[src/rtl/mem_rr_arbiter.sv]
// mem_rr_arbiter: round-robin arbiter sharing one synchronous RAM port among N_REQ requesters.
// Accesses are issued through registered mem_* outputs; responses are routed back two cycles after grant.
module mem_rr_arbiter #(
    parameter int ADDR_WIDTH = 8,
    parameter int DATA_WIDTH = 32,
    parameter int N_REQ      = 2
) (
    input  logic                        clk,
    input  logic                        rst_n,
    input  logic [N_REQ-1:0]            req_valid,
    output logic [N_REQ-1:0]            req_ready,
    input  logic [N_REQ-1:0]            req_we,
    input  logic [N_REQ*ADDR_WIDTH-1:0] req_addr,
    input  logic [N_REQ*DATA_WIDTH-1:0] req_wdata,
    output logic [N_REQ-1:0]            rsp_valid,
    output logic [DATA_WIDTH-1:0]       rsp_rdata,
    output logic                        mem_en,
    output logic                        mem_we,
    output logic [ADDR_WIDTH-1:0]       mem_addr,
    output logic [DATA_WIDTH-1:0]       mem_wdata,
    input  logic [DATA_WIDTH-1:0]       mem_rdata
);
    localparam int PW = $clog2(N_REQ);
    localparam logic [N_REQ-1:0] ONE = N_REQ'(1);

    logic [PW-1:0] r_last;
    logic [PW-1:0] r_own_a;
    logic [PW-1:0] r_own_b;
    logic          r_vld_b;
    logic          r_we_b;
    logic [PW-1:0] w_cand;
    logic [PW-1:0] w_idx;
    logic          w_found;

    // Scan starts just after the last winner so every requester gets a turn.
    always_comb begin
        w_found = 1'b0;
        w_idx   = r_last;
        w_cand  = r_last;
        for (int k = 1; k <= N_REQ; k++) begin
            w_cand = PW'((int'(r_last) + k) % N_REQ);
            if (!w_found && req_valid[w_cand]) begin
                w_found = 1'b1;
                w_idx   = w_cand;
            end
        end
    end

    assign req_ready = (rst_n && w_found) ? ONE << w_idx : '0;

    // Stage A of the response tag is mem_en/mem_we/r_own_a; stage B follows one cycle later.
    always_ff @(posedge clk or negedge rst_n) begin
        if (!rst_n) begin
            mem_en    <= 1'b0;
            mem_we    <= 1'b0;
            mem_addr  <= '0;
            mem_wdata <= '0;
            r_last    <= PW'(N_REQ - 1);
            r_own_a   <= '0;
            r_own_b   <= '0;
            r_vld_b   <= 1'b0;
            r_we_b    <= 1'b0;
        end else begin
            mem_en  <= w_found;
            r_vld_b <= mem_en;
            r_own_b <= r_own_a;
            r_we_b  <= mem_we;
            if (w_found) begin
                mem_we    <= req_we[w_idx];
                mem_addr  <= req_addr[w_idx*ADDR_WIDTH +: ADDR_WIDTH];
                mem_wdata <= req_wdata[w_idx*DATA_WIDTH +: DATA_WIDTH];
                r_last    <= w_idx;
                r_own_a   <= w_idx;
            end
        end
    end

    assign rsp_valid = r_vld_b ? ONE << r_own_b : '0;
    assign rsp_rdata = (r_vld_b && !r_we_b) ? mem_rdata : '0;
endmodule
[config.mk]
export PLATFORM = sky130hd
export DESIGN_NAME = mem_rr_arbiter
export DESIGN_NICKNAME = d
export VERILOG_FILES = /design/src/rtl/mem_rr_arbiter.sv
export SDC_FILE = /design/constraint.sdc
export NUM_CORES = 1
export LEC_CHECK = 0
export ABC_AREA = 1
export CAP_MARGIN = 20
export CORE_MARGIN = 4
export CORE_UTILIZATION = 36
export DETAILED_ROUTE_END_ITERATION = 10
export PLACE_DENSITY = 0.87
export SYNTH_ARGS = -nofsm -noshare
export SYNTH_HDL_FRONTEND = slang
export SYNTH_SLANG_ARGS = --single-unit
export TNS_END_PERCENT = 5
[constraint.sdc]
create_clock -name clk -period 1.3 [get_ports clk]
set_input_delay 0.26 -clock clk [delete_from_list [all_inputs] [get_ports clk]]
set_output_delay 0.26 -clock clk [all_outputs]
set_load 0.03 [all_outputs]
==> insert_results.sql <==
INSERT INTO impl_metrics (metric_group, metric, value, unit) VALUES
('synth', 'post_synth_mux_area_share', '0', '%'),
('synth', 'syn_area', '2950', 'um^2'),
('run', 'max-cap-violations', '0', ''),
('clock_tree', 'worstSkewPairLatency', '0.30', 'ns'),
('power', 'areal_power_density_over_the_cells', '994', 'nW/um^2'),
('routing', 'drt-wirelength-per-cell', '13.5', 'um'),
('setup_path', 'worstPathMaxFanout', '16', ''),
('grt', 'wire_length_of_the_first_global_routing_pass', '16.1', 'mm'),
('synth', 'post_synth_num_cell_types', '19', ''),
('setup_path', 'setup.worst_path.end_class', 'primary output', ''),
('grt', 'first_global_vias', '3362', ''),
('die', 'die_footprint', '9700', 'um^2'),
('outcome', 'status', 'complete, but fails checks', ''),
('power', 'power_total', '5230', 'uW'),
('die', 'row_count', '32', ''),
('sta', 'final_critical_path_setup_slack', '-0.360', 'ns'),
('clock_tree', 'cts_made_buffers', '5', ''),
('finish', 'final_area', '5270', 'um^2'),
('sta', 'rsz_0062_raised_after_global_routing', 'true', ''),
('clock_tree', 'htree_levels', '2', ''),
('finish', 'layout.cells.most_common_list', 'nand2_1 (208), clkdlybuf4s50_1 (114), inv_1 (76), dfrtp_1 (46), buf_4 (39)', ''),
('synth', 'synth_simple_gate_area_share', '43.0', '%'),
('synth', 'synth_top_family_by_area', 'simple AND/OR/NAND/NOR gates', ''),
('power', 'cellInternalPower', '3250', 'uW'),
('clock_tree', 'tritoncts', 'yes', ''),
('power', 'netSwitchingPower', '1980', 'uW'),
('power', 'switching_share', '37.8', '%'),
('sta', 'tightest_slew', '0.428', 'ns'),
('die', 'core_region_area', '7850', 'um^2'),
('routing', 'final_antenna_net_count', '0', ''),
('synth', 'synth-seq-cells', '47', ''),
('die', 'fp.dieW', '98.5', 'um'),
('sta', 'slew_viol_final', '0', ''),
('power', 'power_leakage', '0.00288', 'uW'),
('synth', 'syn_nets', '560', ''),
('power', 'irDropWorstVdd', '0.544', 'mV'),
('outcome', 'violations', 'negative setup slack', ''),
('finish', 'fillers', '631', ''),
('power', 'sequential_share_of_power', '34.3', '%'),
('routing', 'dr.pass1.iters', '6', ''),
('grt', 'total_global_routing_track_utilization', '20.3', '%'),
('synth', 'synth_seq_area_share', '39.9', '%'),
('synth', 'post_synth_fa_ha_maj_area_fraction', '0', '%'),
('clock_tree', 'clkSlewWorstSetupHoldPaths', '0.09', 'ns'),
('synth', 'syn_inst', '442', ''),
('setup_path', 'cpLargestDelayFamily', 'simple AND/OR/NAND/NOR gates', ''),
('setup_path', 'timing.rr.start', 'r_last$_DFFE_PN1P_', ''),
('setup_path', 'timing.critical_path.buf_inv', '2', ''),
('finish', 'drive_gt1_share', '25.2', '%'),
('grt', 'antenna_violations_before_repair', '0', ''),
('sta', 'maxSlewHeadroom', '71.5', '%'),
('die', 'die-height', '98.5', 'um'),
('sta', 'period_minus_slack', '1.66', 'ns'),
('power', 'power_frac_clock', '18.6', '%'),
('setup_path', 'worst_ep_required_time', '1.04', 'ns'),
('routing', 'viasPerCell', '4.48', ''),
('synth', 'post_synth.cell_area_avg', '6.67', 'um^2'),
('clock_tree', 'clockBufferDepth', '2', ''),
('routing', 'totalWireLength', '10.0', 'mm'),
('finish', 'synthToLayoutAreaGrowth', '78.5', '%'),
('placed_design', 'hpwl', '7.67', 'mm'),
('finish', 'mostFrequentLayoutCell', 'nand2_1', ''),
('synth', 'synth_xor_xnor_area_share', '0', '%'),
('clock_tree', 'clockRootBuffer', 'clkbuf_8', ''),
('min_path', 'class_of_the_most_critical_hold_timing_path', 'in -> async', ''),
('synth', 'synth.yosys.warnings', '0', ''),
('setup_path', 'path_cells', 'or2_4 -> buf_12 -> nor2_2 -> buf_6', ''),
('routing', 'vias', '3323', ''),
('sta', 'finalSetupViolCount', '35', ''),
('placed_design', 'gpl.final_weighted_congestion', '0.846', ''),
('sta', 'timing_hold_violations_final', '0', '');
-- timing repair --
action | 4_1_cts | 5_1_grt
hold buffers | 1 | 0
endpoints found under the setup margin | 49 | 77
endpoints found under the hold margin | 12 | 0
cloned | 1 | 0
pin swaps | 0 | 2
buffers inserted | 0 | 1
resized for setup | 75 | 13
-- cells by family (layout without fill, tap and decap cells) --
kind of cell,Yosys count,in the layout
buffers and inverters,104,302
AND/OR/NAND/NOR,290,290
AO/OA/AOI/OAI,1,1
flip-flops,47,47
-- stage by stage --
step | instances | TNS [ns] | util (%)
after global placement | 731 | -9.07 | 63.2
after detailed placement | 731 | -11.48 | 63.2
after CTS | 741 | -11.77 | 66.7
after floorplan | 442 | -2.41 | -
final | 742 | -11.46 | 67.1
after global routing | 742 | -14.31 | 67.1
-- state kept, by name, summed over array words and instances (netlist names) --
register / count
mem_wdata: 32
mem_addr: 8
mem_en: 1
mem_we: 1
r_last: 1
r_own_a: 1
r_own_b: 1
r_vld_b: 1
r_we_b: 1
-- power groups by stage --
stage / Sequential [uW] / Combinational (uW) / Clock (uW)
6_report: 1790 / 2470 / 971
5_1_grt: 1830 / 2650 / 1060
4_1_cts: 1790 / 2470 / 1000
3_5_place_dp: 1820 / 2370 / 0
3_3_place_gp: 1810 / 2340 / 0
2_1_floorplan: 2170 / 915 / 0
-- area by class of cell --
type	count	area [um^2]	area share, %
well taps	102	128	2.42
clock inverters	1	7.51	0.143
repair buffers	215	2210	42.0
clock buffers	7	96.3	1.83
flip-flops and latches	47	1180	22.4
multi-input cells	291	1350	25.6
inverters	79	297	5.63
-- cell usage after synthesis --
cell type,n,area share (%)
dfstp_2,1,0.89
dfrtp_1,46,39
clkbuf_8,1,0.47
nor2_2,18,3.8
buf_2,16,2.7
nand2_1,209,27
buf_4,1,0.25
buf_8,3,1.5
nand3_2,10,3.4
inv_2,2,0.25
nor2_1,17,2.2
nand2_4,3,1.1
o21a_1,1,0.25
nand3_1,31,5.3
nor2_4,1,0.38
or2_1,1,0.21
inv_1,77,9.8
buf_6,3,1.1
buf_12,1,0.68
-- routing by layer --
layer	vias up	wire length, um	global-route usage [%]
met2	155	5130	38.0
met3	14	904	6.23
met4	0	225	6.41
met5	-	0	0
li1	1666	-	-
met1	1488	3740	21.7
-- worst max path at each step --
stage                    end         startpoint  depth (start not counted)  slack [ns]
4_1_cts         rsp_rdata[3]  r_vld_b$_DFF_PN0_                          5       -0.37
5_1_grt        rsp_rdata[27]   r_we_b$_DFF_PN0_                          4       -0.42
3_3_place_gp    req_ready[1]       req_valid[1]                          5       -0.28
2_1_floorplan   req_ready[1]       req_valid[0]                          5       -0.09
3_5_place_dp    req_ready[1]       req_valid[1]                          5       -0.31
6_report        rsp_rdata[4]   r_we_b$_DFF_PN0_                          4       -0.36
Note: power is estimated with default switching activity, not from simulation.
